--- src/rtl/prga_fifo_cnt_if.sv ---
// Handshake bundle for prga_fifo_cnt: producer side (wr/din/full), consumer side (rd/dout/empty),
// plus occupancy and sticky error flags. slave = the FIFO, master = the attached logic.
interface prga_fifo_cnt_if #(
    parameter int DATA_WIDTH = 32,
    parameter int DEPTH_LOG2 = 2
);
    logic                  wr;
    logic [DATA_WIDTH-1:0] din;
    logic                  full;
    logic                  almost_full;
    logic                  rd;
    logic [DATA_WIDTH-1:0] dout;
    logic                  empty;
    logic                  almost_empty;
    logic [DEPTH_LOG2:0]   count;
    logic                  overflow;
    logic                  underflow;

    modport master (
        output wr, din, rd,
        input  full, almost_full, dout, empty, almost_empty, count, overflow, underflow
    );

    modport slave (
        input  wr, din, rd,
        output full, almost_full, dout, empty, almost_empty, count, overflow, underflow
    );
endinterface

--- src/rtl/prga_fifo_cnt.sv ---
// Power-of-two synchronous FIFO with occupancy count, almost flags and registered or fall-through read.
// Define PRGA_FIFO_ERR_FLAGS_EN to build the sticky overflow/underflow registers; otherwise they read 0.
module prga_fifo_cnt #(
    parameter int DATA_WIDTH = 32,
    parameter int DEPTH_LOG2 = 2,
    parameter int LOOKAHEAD  = 0,
    parameter int AF_MARGIN  = 1,
    parameter int AE_MARGIN  = 1
) (
    input  logic               clk,
    input  logic               rst_n,
    prga_fifo_cnt_if.slave     f
);
    localparam int DEPTH = 1 << DEPTH_LOG2;
    localparam logic [DEPTH_LOG2:0] AF_TH = (DEPTH_LOG2+1)'(DEPTH - AF_MARGIN);
    localparam logic [DEPTH_LOG2:0] AE_TH = (DEPTH_LOG2+1)'(AE_MARGIN);

    logic [DATA_WIDTH-1:0] mem [DEPTH];
    logic [DEPTH_LOG2:0]   wr_ptr, rd_ptr, occ;
    logic                  full_s, empty_s, wr_acc, rd_acc;

    // Extra MSB on each pointer separates full (MSBs differ) from empty (all bits equal).
    assign occ     = wr_ptr - rd_ptr;
    assign full_s  = (wr_ptr[DEPTH_LOG2] != rd_ptr[DEPTH_LOG2]) &&
                     (wr_ptr[DEPTH_LOG2-1:0] == rd_ptr[DEPTH_LOG2-1:0]);
    assign empty_s = (wr_ptr == rd_ptr);
    assign wr_acc  = f.wr && !full_s;
    assign rd_acc  = f.rd && !empty_s;

    assign f.count        = occ;
    assign f.full         = full_s;
    assign f.empty        = empty_s;
    assign f.almost_full  = (occ >= AF_TH);
    assign f.almost_empty = (occ <= AE_TH);

    always_ff @(posedge clk or negedge rst_n) begin
        if (!rst_n) begin
            wr_ptr <= '0;
            rd_ptr <= '0;
        end else begin
            if (wr_acc) wr_ptr <= wr_ptr + 1'b1;
            if (rd_acc) rd_ptr <= rd_ptr + 1'b1;
        end
    end

    // Storage is deliberately not reset; pointers alone define validity.
    always_ff @(posedge clk) begin
        if (wr_acc) mem[wr_ptr[DEPTH_LOG2-1:0]] <= f.din;
    end

    generate
        if (LOOKAHEAD != 0) begin : g_fwft
            assign f.dout = mem[rd_ptr[DEPTH_LOG2-1:0]];
        end else begin : g_reg
            logic [DATA_WIDTH-1:0] dout_q;
            always_ff @(posedge clk or negedge rst_n) begin
                if (!rst_n)      dout_q <= '0;
                else if (rd_acc) dout_q <= mem[rd_ptr[DEPTH_LOG2-1:0]];
            end
            assign f.dout = dout_q;
        end
    endgenerate

`ifdef PRGA_FIFO_ERR_FLAGS_EN
    logic ovf_q, udf_q;
    always_ff @(posedge clk or negedge rst_n) begin
        if (!rst_n) begin
            ovf_q <= 1'b0;
            udf_q <= 1'b0;
        end else begin
            if (f.wr && full_s)  ovf_q <= 1'b1;
            if (f.rd && empty_s) udf_q <= 1'b1;
        end
    end
    assign f.overflow  = ovf_q;
    assign f.underflow = udf_q;
`else
    assign f.overflow  = 1'b0;
    assign f.underflow = 1'b0;
`endif
endmodule

--- src/flat_wrapper.sv ---
// flat-port wrapper written by rule: the top's interface ports become plain ports
module prga_fifo_cnt_flat 
#(
    parameter int DATA_WIDTH = 32,
    parameter int DEPTH_LOG2 = 2,
    parameter int LOOKAHEAD  = 0,
    parameter int AF_MARGIN  = 1,
    parameter int AE_MARGIN  = 1
)
  (clk, rst_n, f_wr, f_din, f_rd, f_full, f_almost_full, f_dout, f_empty, f_almost_empty, f_count, f_overflow, f_underflow);
  prga_fifo_cnt_if #(.DATA_WIDTH(DATA_WIDTH), .DEPTH_LOG2(DEPTH_LOG2)) f_i ();
  input  logic clk;
  input  logic rst_n;
  input wire logic [$bits(f_i.wr)-1:0] f_wr;
  input wire logic [$bits(f_i.din)-1:0] f_din;
  input wire logic [$bits(f_i.rd)-1:0] f_rd;
  output wire logic [$bits(f_i.full)-1:0] f_full;
  output wire logic [$bits(f_i.almost_full)-1:0] f_almost_full;
  output wire logic [$bits(f_i.dout)-1:0] f_dout;
  output wire logic [$bits(f_i.empty)-1:0] f_empty;
  output wire logic [$bits(f_i.almost_empty)-1:0] f_almost_empty;
  output wire logic [$bits(f_i.count)-1:0] f_count;
  output wire logic [$bits(f_i.overflow)-1:0] f_overflow;
  output wire logic [$bits(f_i.underflow)-1:0] f_underflow;
  assign f_i.wr = f_wr;
  assign f_i.din = f_din;
  assign f_i.rd = f_rd;
  assign f_full = f_i.full;
  assign f_almost_full = f_i.almost_full;
  assign f_dout = f_i.dout;
  assign f_empty = f_i.empty;
  assign f_almost_empty = f_i.almost_empty;
  assign f_count = f_i.count;
  assign f_overflow = f_i.overflow;
  assign f_underflow = f_i.underflow;
  prga_fifo_cnt #(.DATA_WIDTH(DATA_WIDTH), .DEPTH_LOG2(DEPTH_LOG2), .LOOKAHEAD(LOOKAHEAD), .AF_MARGIN(AF_MARGIN), .AE_MARGIN(AE_MARGIN)) u_core (.clk(clk), .rst_n(rst_n), .f(f_i));
endmodule
--- config.mk ---
export PLATFORM = sky130hd
export DESIGN_NAME = prga_fifo_cnt_flat
export DESIGN_NICKNAME = d
export VERILOG_FILES = /design/src/rtl/prga_fifo_cnt_if.sv /design/src/rtl/prga_fifo_cnt.sv /design/src/flat_wrapper.sv
export SDC_FILE = /design/constraint.sdc
export NUM_CORES = 1
export LEC_CHECK = 0
export CAP_MARGIN = 30
export CORE_MARGIN = 5
export CORE_UTILIZATION = 50
export CTS_CLUSTER_DIAMETER = 100
export DETAILED_ROUTE_END_ITERATION = 12
export GPL_ROUTABILITY_DRIVEN = 0
export MAX_ROUTING_LAYER = met4
export PLACE_DENSITY = 0.78
export RECOVER_POWER = 50
export REMOVE_ABC_BUFFERS = 1
export SETUP_SLACK_MARGIN = 0.5
export SLEW_MARGIN = 0
export SYNTH_ARGS = -nofsm -noshare
export SYNTH_HDL_FRONTEND = slang
export SYNTH_SLANG_ARGS = --single-unit
--- constraint.sdc ---
create_clock -name clk -period 10.6 [get_ports clk]
set_clock_uncertainty 0.15 [all_clocks]
set_input_delay 2.12 -clock clk [delete_from_list [all_inputs] [get_ports clk]]
set_output_delay 2.12 -clock clk [all_outputs]
set_load 0.03 [all_outputs]
# --- Word level (Yosys, flattened, before mapping) ---
# Memories as Yosys holds them, arrays and structs flattened. A register that Yosys moved wholly into a read port is not among the register bits.
# Index checks and enable logic that the tools add are counted.
classes:
  n_lt_le_gt_ge: 2
  n_mux: 2
  add_sub_neg: 3
  reduce_logical: 6
  eq_ne: 3
ops:
  columns: ["operator", "count"]
  rows:
  - ["$add A3 B1 Y3 const B", 2]
  - ["$eq A3 B3 Y1", 1]
  - ["$ge A3 B2 Y1 const B", 1]
  - ["$le A3 B1 Y1 const B", 1]
  - ["$logic_and A1 B1 Y1", 3]
  - ["$logic_not A1 Y1", 3]
  - ["$sub A3 B3 Y3", 1]
  - ["$eq A2 B2 Y1", 1]
  - ["$mux W1", 2]
  - ["$ne A1 B1 Y1", 1]
word_totals:
  mem_count: 1
  ff_bits: 6
  ram_bits: 128
  in_bits: 36
  wordCells: 19
memory_table:
  columns: ["memory", "words", "word_bits", "rd", "rd_clocked_by_memory_dff", "write_ports", "line", "source"]
  rows:
  - ["u_core.mem", 4, 32, 1, 1, 1, "prga_fifo_cnt.sv:18", "logic [DATA_WIDTH-1:0] mem [DEPTH];"]

# --- Depth between registers and ports, before layout ---
# Gate-level depths: netlist (run 1).
logic_depth:
  word_depth: 6
  ltp_mapped: 8
  mapped_depth_nobuf: 6

# --- Least setup slack after synthesis (run 1) ---
# Ideal clock, no wire load.
synth_path:
  kind: "reg2out"
  startpoint: "register u_core.rd_ptr[1]"
  endpoint: "output f_almost_empty"
  stages_incl_launch_ff: 7
  required_time_ns: 8.330
  slack_ns: 6.009
  path_buffers: 2
  arrival_time_ns: 2.321
  cell_sequence: "dfrtp_1 > buf_2 > buf_1 > inv_1 > fa_1 > xnor2_1 > nor2_1"
synth_between:
  elab_chain_len: 2
synth_lines:
  columns: ["element", "line", "source"]
  rows:
  - ["start, declared", "prga_fifo_cnt.sv:19", "logic [DEPTH_LOG2:0] wr_ptr, rd_ptr, occ;"]
  - ["start signal, assigned", "prga_fifo_cnt.sv:42", "if (rd_acc) rd_ptr <= rd_ptr + 1'b1;"]
  - ["$sub A3 B3 Y3", "prga_fifo_cnt.sv:23", "assign occ = wr_ptr - rd_ptr;"]
  - ["via f_count[2]", "flat_wrapper.sv:22", "output wire logic [$bits(f_i.count)-1:0] f_count;"]
  - ["$le A3 B1 Y1", "prga_fifo_cnt.sv:34", "assign f.almost_empty = (occ <= AE_TH);"]
  - ["end, declared", "flat_wrapper.sv:21", "output wire logic [$bits(f_i.almost_empty)-1:0] f_almost_empty;"]
# The timed path passes the listed nets, and every way through them passes these cells.

# --- Worst setup path after layout (run 1) ---
layout_path:
  startpoint: "register u_core.rd_ptr[1]"
  endpoint: "output f_almost_full"
layout_between:
  elab_chain_len: 2
layout_lines:
  columns: ["element", "line", "source"]
  rows:
  - ["$sub A3 B3 Y3", "prga_fifo_cnt.sv:23", null]
  - ["$ge A3 B2 Y1", "prga_fifo_cnt.sv:33", "assign f.almost_full = (occ >= AF_TH);"]
  - ["end, declared", "flat_wrapper.sv:18", "output wire logic [$bits(f_i.almost_full)-1:0] f_almost_full;"]
# No other way between the ends.

==> results of run 1 <==
-- cell families after synthesis --
| group | count (synthesis) | synth area share, % |
|---|---|---|
| flip-flops | 166 | 75.1 |
| buffers and inverters | 18 | 1.84 |
| AND/OR/NAND/NOR | 9 | 0.725 |
| AO/OA/AOI/OAI | 5 | 0.686 |
| adder cells (fa/ha/maj) | 8 | 1.68 |
| XOR/XNOR | 6 | 0.940 |
| other | 1 | 0.0587 |
| multiplexers | 66 | 19.0 |
-- critical path, delay by kind of cell, from the launching register on --
kind	cells	cell delay, ns
xor+xnor	1	0.28
fa+ha+maj	1	0.47
buf+inv	2	0.88
compound gates	1	0.12
flops	1	0.91
-- metrics by stage --
stage	util, %	setup WS [ns]	power (mW)	hold slack [ns]	area [µm²]
after floorplan	-	5.19	1.69	0.343	6290
after global placement	57.9	5.73	2.01	0.340	7280
after detailed placement	57.9	5.63	2.05	0.345	7280
after CTS	62.6	5.19	2.65	0.364	7860
after global routing	62.5	5.03	2.76	0.378	7860
final	62.6	5.25	2.62	0.360	7860
-- layer usage --
layer  vias to the layer above  track usage, %
li1                       1278               -
met1                      1471            20.4
met2                        73            26.0
met3                        11            4.16
met4                         0            7.20
met5                         -               -
-- worst paths after layout --
check / to / slack, ns / cells after the start
hold / removal: u_core.f.dout[21] / 0.36 / 1
setup / recovery: f_almost_full / 5.25 / 5
min in group asynchronous: u_core.f.dout[31] / 2.19 / 1
setup reg to reg: u_core.f.dout[15] / 6.15 / 6
hold reg to reg: u_core.f.dout[21] / 0.36 / 1
max in group asynchronous: u_core.rd_ptr[1] / 6.73 / 1
-- layout make-up --
class | instances | area [µm²]
repair buffers | 77 | 749
flip-flops and latches | 166 | 4800
clock buffers | 19 | 453
fillers | 841 | 4710
multi-input cells | 96 | 1490
diodes | 3 | 7.51
well taps | 172 | 215
clock inverters | 13 | 129
inverters | 5 | 18.8
-- state kept, by name (all words and copies together), names as in the netlist --
name,cells
u_core.wr_ptr,3
u_core.mem,128
u_core.rd_ptr,3
u_core.f.dout,32
-- power by group through the flow --
stage	Sequential [mW]	Clock, mW	Combinational (mW)
finish	1.01	0.592	1.02
global route	1.03	0.632	1.09
CTS	1.01	0.602	1.03
detailed placement	1.02	0	1.03
global placement	1.01	0	1.00
floorplan	1.15	0	0.542
-- layout by cell type, fill, tap and decap left out, drive strengths merged, types with 2 or more instances in the layout --
master / n
clkinvlp: 3
mux4: 32
clkbuf: 22
ha: 7
bufinv: 2
inv: 6
xnor2: 4
clkinv: 7
dlygate4sd3: 34
mux2: 34
nand2: 2
dfrtp: 38
and2: 5
xor2: 2
nor2: 2
clkdlybuf4s50: 39
diode: 3
edfxtp: 128
conb: 2
==> metrics.cfg, run 1 <==
[outcome]
status=complete, but fails checks
violations=max-capacitance violations, max-slew violations

[logic_synthesis]
synth_largest_type_area_fraction_pct=60.2
post_synth.cell_area_avg_um2=22.9
synthFlopType=edfxtp_1
synth.cell_area_mm2=0.00639
netlist_instances=279
most_frequently_used_cell_type_in_the_post_synthesis_netlist=edfxtp_1
synthesis.yosys.warnings=0
async_flop_share_pct=22.9
synth_top_cells_by_area=edfxtp_1 60%, dfrtp_1 15%, mux4_2 11%
synth_commonest_cells=128 x edfxtp_1, 38 x dfrtp_1, 32 x mux4_2
synth.largest_area_cell=edfxtp_1
synth-edff-count=128
synth.ff_latch_count=166
synth_cell_type_count=25
seq_area_frac_synth_pct=75.1

[floorplanning]
number_of_cell_rows=41
start_util_pct=50.8
die_width_um=123
top_level_ports=77
die_area_mm2=0.0151
core_region_area_mm2=0.0126
die_height_um=123

[critical_path]
worst-path-max-fanout=35
critical_path.reg2reg.startpoint=u_core.rd_ptr[1]
cell_breakdown_of_the_critical_path=inv_1 -> fa_1 -> xnor2_1 -> a21o_1 -> clkdlybuf4s50_1
cpPeakStageDelay_ns=0.91
worst_ep_arrival_time_ns=3.08
slowest_stage=dfrtp_2
timing.critical_path.required_ns=8.33
startpoint=u_core.rd_ptr[1]
setup.worst_path.end_class=output port
worst_setup_path_start_kind=flip-flop
crit_type=reg2out

[clock_tree]
cts_tree=done
numCtsBuffers=17
cts_hold_buffers=0
cts.root.buffer_cell=clkbuf_16
clk_transition_reported_paths_ns=0.06
htree_levels=4
cts_setup_buffers=0
cts.sink_count=166
postCtsResizedCells=0
clock_tree.buffer_depth=2
insertion_delay_ns=0.41

[timing]
final_setup_vio_count=0
layout_worst_path_cycle_share_pct=50.5
setup_tns_ns=0
slew_headroom_pct=-81.9
final-hold-violation-count=0
worst_pin_slew_ns=2.73
final_max_slew_viol_count=108
fmaxAchievable_mhz=187
finalWorstPathRequiredPeriod_ns=5.35
grt_setup_unrepaired=false

[drt]
initialDrtViolationCount=174
vias=2833
top_layer=met4
drt-pass1-iter-count=4
routed_length_per_instance_um=19.9
antenna_left=0
route.met3.wl_um=517
wl_um=11000
via_per_inst=5.14
detail_route.wirelength.met1_um=4610
drc_errors=0
dr_wl_met2_um=5700

[min_path]
min_path_type=reg2reg
min-delay-start=u_core.f.dout[21]

[power_and_ir_drop]
sw_frac_of_total_pct=32.3
pwr-share-seq_pct=38.6
power.net_switching_mw=0.849
power_density_mw_per_mm2=334
vdd.ir_drop.worst_uv=187
comb_power_share_pct=38.9
p_leak_nw=2.82
clock_power_share_pct=22.5
internal-power_mw=1.78

[global_routing]
vias_in_the_first_global_route=3101
grt_antenna_before_repair=2
globalRoute.totalOverflow=0
grt_max_degree=39
global_route.usage.total_pct=16.5
grt_pass1_wl_um=17300

[cells_and_area]
drive_gt1_share_pct=28.2
syn_to_final_growth_pct=23.1
nNetsFinal=407
stdcell_count=551

[placed_design]
place_inst=516
place.port_buffers=74
detailedPlacementHpwl_um=6600

[flow_run]
maxCapViolCount=3

Note: power is estimated with default switching activity, not from simulation.
==> run 2: changes to the inputs <==
--- a/config.mk
+++ b/config.mk
@@ -12,7 +12,7 @@
 export DETAILED_ROUTE_END_ITERATION = 12
 export GPL_ROUTABILITY_DRIVEN = 0
 export MAX_ROUTING_LAYER = met4
-export PLACE_DENSITY = 0.78
+export PLACE_DENSITY = 0.81
 export RECOVER_POWER = 50
 export REMOVE_ABC_BUFFERS = 1
 export SETUP_SLACK_MARGIN = 0.5
==> constraint.sdc (replaced) <==
create_clock -name clk -period 4.9 [get_ports clk]
set_clock_uncertainty 0.15 [all_clocks]
set_input_delay 0.98 -clock clk [delete_from_list [all_inputs] [get_ports clk]]
set_output_delay 0.98 -clock clk [all_outputs]
set_load 0.03 [all_outputs]
==> metrics.cfg, run 2 (synthesized netlist as in run 1, its figures left out) <==
[outcome]
status=complete, but fails checks
violations=max-capacitance violations, max-slew violations

[critical_path]
worst_setup_path_start_kind=flip-flop
worst-path-max-fanout=35
critical_path.reg2reg.startpoint=u_core.rd_ptr[1]
setup.worst_path.end_class=output port
r2r_end=u_core.mem[2][15]
cell_breakdown_of_the_critical_path=buf_4 -> inv_1 -> fa_1 -> xnor2_1 -> a21o_1 -> clkdlybuf4s50_1
slowest_stage=clkdlybuf4s50_1
worst_ep_arrival_time_ns=2.81
cp.buffers_inverters=3
crit_type=reg2out
ff2ff_path_depth=6
cell_family_contributing_the_most_delay_on_the_critical_path=buffers and inverters
reg2reg_setup_slack_ns=1.46
cpPeakStageDelay_ns=0.66
timing.critical_path.required_ns=3.77

[cells_and_area]
nNetsFinal=408
design_area_mm2=0.00791
layout_common_cells=128 x edfxtp_1, 50 x dlygate4sd3_1, 36 x dfrtp_1
multi_input_gate_area_in_the_final_layout_mm2=0.00149
fillers=866
stdcell_count=549
drive_gt1_share_pct=28.1
final_common_cell=edfxtp_1
largest_reg_flops=128
syn_to_final_growth_pct=23.8
antenna_cells=0
area.sequential_mm2=0.00480

[power_and_ir_drop]
comb_power_share_pct=39.5
clock_power_share_pct=23.2
vdd.ir_drop.worst_uv=358
pwr-share-seq_pct=37.3
internal-power_mw=3.84
sw_frac_of_total_pct=32.4
p_leak_nw=2.84
power_density_mw_per_mm2=718
power_mw=5.68
power.net_switching_mw=1.84

[global_routing]
met3_resource_use_gr_pct=3.61
grt_antenna_before_repair=0
grt_pass1_wl_um=17300
grt_busiest_layer=met2
use_met2_pct=26.6
global_route.usage.total_pct=16.4
grt.met1_usage_pct=20.6
vias_in_the_first_global_route=3090
globalRoute.totalOverflow=0
grt_max_degree=39

[drt]
drt-pass1-iter-count=4
via_per_inst=5.22
drc_errors=0
routed_length_per_instance_um=20.1
wl_um=11000
antenna_left=0
vias=2864
initialDrtViolationCount=125

[placed_design]
post-place-ws_ns=1.34
place.port_buffers=74
place_inst=517
detailedPlacementHpwl_um=6500
placedInstanceArea_mm2=0.00731

[clock_tree]
cts_setup_buffers=0
cts.root.buffer_cell=clkbuf_16
numCtsBuffers=17
htree_levels=4
cts_tree=done
cts_hold_buffers=0
clk_transition_reported_paths_ns=0.06
insertion_delay_ns=0.41
clock_tree.buffer_depth=2
postCtsResizedCells=0
cts.sink_count=166

[floorplanning]
number_of_cell_rows=41
die_height_um=123
die_width_um=123
top_level_ports=77
start_util_pct=50.8
core_region_area_mm2=0.0126
die_area_mm2=0.0151

[timing]
final_max_slew_viol_count=39
layout_worst_path_cycle_share_pct=80.3
worst_pin_slew_ns=2.17
grt_setup_unrepaired=false
slew_headroom_pct=-44.4
final-hold-violation-count=0
final_setup_vio_count=0
layout_setup_ws_ns=0.964
setup_tns_ns=0
finalWorstPathRequiredPeriod_ns=3.94
fmaxAchievable_mhz=254

[min_path]
holdPathStages=1
min_path_type=reg2reg
min_delay_worst_endpoint=u_core.f.dout[29]
min-delay-start=u_core.f.dout[29]

[flow_run]
maxCapViolCount=1

-- run 2: area by class of cell --
cell class,instances,area share [%]
clock inverters,14,1.99
multi-input cells,96,18.9
repair buffers,78,9.92
clock buffers,18,5.56
inverters,5,0.237
flip-flops and latches,166,60.7
well taps,172,2.72
-- run 2: worst reg2reg max path: stages, from the launching register on --
cell and delay (ns):
dfrtp_2 0.34, buf_4 0.41, inv_1 0.17, ha_1 0.34, and2_1 0.19, a21boi_0 0.60, and2_2 0.85
-- run 2: worst max-delay path by stage --
stage / from / end / slack (ns) / cells past startpoint
after floorplan: u_core.rd_ptr[0] / u_core.mem[3][0] / 0.56 / 3
after global placement: u_core.rd_ptr[1] / f_almost_full / 1.39 / 6
after detailed placement: u_core.rd_ptr[1] / f_almost_full / 1.34 / 6
after CTS: u_core.rd_ptr[1] / f_almost_full / 0.90 / 6
after global routing: u_core.rd_ptr[1] / f_almost_full / 0.77 / 6
final: u_core.rd_ptr[1] / f_almost_full / 0.96 / 6
-- run 2: through the flow --
stage,hold slack (ns),util (%)
6_report,0.350,62.9
5_1_grt,0.370,62.9
4_1_cts,0.360,62.9
3_5_place_dp,0.341,58.2
3_3_place_gp,0.342,57.9
2_1_floorplan,0.343,-
-- run 2: routing by layer --
layer	vias up	share of wire, %
met5	-	0
met1	1501	42
met4	0	1.3
met3	17	3.7
li1	1279	-
met2	67	53
-- run 2: power by group through the flow --
stage          combinational (mW)  clock [mW]  sequential (mW)
2_1_floorplan                1.17           0             2.48
3_3_place_gp                 2.24           0             2.13
3_5_place_dp                 2.31           0             2.15
4_1_cts                      2.32        1.34             2.13
5_1_grt                      2.39        1.40             2.16
6_report                     2.24        1.32             2.12
==> run 3: changes to the inputs <==
--- a/config.mk
+++ b/config.mk
@@ -12,7 +12,7 @@
 export DETAILED_ROUTE_END_ITERATION = 12
 export GPL_ROUTABILITY_DRIVEN = 0
 export MAX_ROUTING_LAYER = met4
-export PLACE_DENSITY = 0.81
+export PLACE_DENSITY = 0.78
 export RECOVER_POWER = 50
 export REMOVE_ABC_BUFFERS = 1
 export SETUP_SLACK_MARGIN = 0.5
==> constraint.sdc (replaced) <==
create_clock -name clk -period 4 [get_ports clk]
set_clock_uncertainty 0.15 [all_clocks]
set_input_delay 0.8 -clock clk [delete_from_list [all_inputs] [get_ports clk]]
set_output_delay 0.8 -clock clk [all_outputs]
set_load 0.03 [all_outputs]
==> metrics.cfg, run 3 (synthesized netlist as in run 1, its figures left out) <==
[drt]
vias=2855
drc_errors=0
routed_length_per_instance_um=19.4
via_per_inst=5.10
initialDrtViolationCount=152
wl_um=10900
antenna_left=0
drt-pass1-iter-count=4

[timing]
final-hold-violation-count=0
finalWorstPathRequiredPeriod_ns=3.34
final_setup_vio_count=0
worst_pin_slew_ns=2.18
layout_setup_ws_ns=0.665
fmaxAchievable_mhz=300
layout_worst_path_cycle_share_pct=83.4
final_max_slew_viol_count=39
grt_setup_unrepaired=false
slew_headroom_pct=-45.2
worst_hold_slack_ns=0.356

[clock_tree]
cts_tree=done
cts_setup_buffers=0
clk_transition_reported_paths_ns=0.06
clock_tree.buffer_depth=2
cts.root.buffer_cell=clkbuf_16
cts_hold_buffers=0
numCtsBuffers=17
cts.sink_count=166
htree_levels=4
insertion_delay_ns=0.42

[floorplanning]
die_height_um=123
core_region_area_mm2=0.0126
die_width_um=123
top_level_ports=77
start_util_pct=50.8
number_of_cell_rows=41
die_area_mm2=0.0151

[cells_and_area]
layout_common_cells=128 x edfxtp_1, 38 x clkdlybuf4s50_1, 36 x dfrtp_1
largest_reg_flops=128
final_common_cell=edfxtp_1
drive_gt1_share_pct=28.8
syn_to_final_growth_pct=24.0
fillers=889
nNetsFinal=416

[critical_path]
worst-path-max-fanout=4
cell_family_contributing_the_most_delay_on_the_critical_path=buffers and inverters
worst_ep_arrival_time_ns=2.39
slowest_stage=clkdlybuf4s50_1
cp.buffers_inverters=3
worst_setup_path_start_kind=flip-flop
timing.critical_path.required_ns=3.05
crit_type=reg2out
cpPeakStageDelay_ns=0.69
cell_breakdown_of_the_critical_path=inv_1 -> ha_1 -> inv_1 -> fa_1 -> clkdlybuf4s50_1
cpMostUsedCell=inv_1
setup.worst_path.end_class=output port

[global_routing]
vias_in_the_first_global_route=3134
grt_antenna_before_repair=3
global_route.usage.total_pct=16.6
grt_pass1_wl_um=17400
globalRoute.totalOverflow=0
grt_max_degree=39

[placed_design]
detailedPlacementHpwl_um=6880
post-place-ws_ns=0.886
place.port_buffers=74

[min_path]
min_path_type=reg2reg

[outcome]
status=complete, but fails checks
violations=max-capacitance violations, max-slew violations

[power_and_ir_drop]
p_leak_nw=2.88
power_mw=6.91
vdd.ir_drop.worst_uv=519
power_density_mw_per_mm2=873

[flow_run]
maxCapViolCount=1

==> run 3: metrics by stage <==
step / utilization [%] / instances / area [µm²] / setup TNS (ns)
detailed placement: 58.4 / 524 / 7340 / 0
global route: 63.0 / 560 / 7920 / 0
finish: 63.0 / 560 / 7920 / 0
global placement: 58.4 / 524 / 7340 / 0
CTS: 62.9 / 556 / 7910 / 0
floorplan: - / 267 / 6290 / -11.29
==> run 3: power by group <==
part	switching (mW)	internal [mW]
combinational	1.42	1.33
sequential	0.188	2.40
clock	0.621	0.950
total	2.23	4.68
==> run 3: timing repair <==
action,4_1_cts,5_1_grt
setup endpoints to repair,1,2
pin swaps,0,0
gates resized for setup,1,2
==> run 3: layer usage <==
layer  track usage, %  part of all wire, %  vias to the layer above  wire (µm)
met5                -                    0                        -          0
met2             26.1                   52                       75       5610
met1             19.7                   41                     1466       4480
met3             6.27                  5.5                       16        597
li1                 -                    -                     1298          -
met4             6.30                  1.6                        0        177
==> run 3: path summary, 6_finish.rpt <==
path / startpoint / endpoint / slack [ns] / cells after the start
min in group asynchronous: rst_n / u_core.f.dout[20] / 0.97 / 2
worst min-delay path: u_core.f.dout[8] / u_core.f.dout[8] / 0.36 / 1
worst max-delay path: u_core.wr_ptr[0] / f_count[1] / 0.66 / 5
worst max register to register: u_core.wr_ptr[0] / u_core.mem[0][1] / 1.20 / 6
max in group asynchronous: rst_n / u_core.rd_ptr[0] / 1.33 / 2
worst min register to register: u_core.f.dout[8] / u_core.f.dout[8] / 0.36 / 1
==> run 3: area by class of cell <==
cell class	instances	area, µm²	area share, %
clock inverter	8	98.8	1.25
clock buffer	24	472	5.96
antenna	3	7.51	0.0948
timing repair buffer	86	816	10.3
multi-input combinational	96	1490	18.9
tap	172	215	2.72
sequential	166	4800	60.6
inverter	5	18.8	0.237
==> run 3: worst reg2reg max path: stages, from the launching register on <==
cell and delay, ns:
dfrtp_1 0.39, inv_1 0.15, ha_1 0.28, and2_0 0.23, a21boi_0 0.51, and2_2 0.50
buf_4 0.29
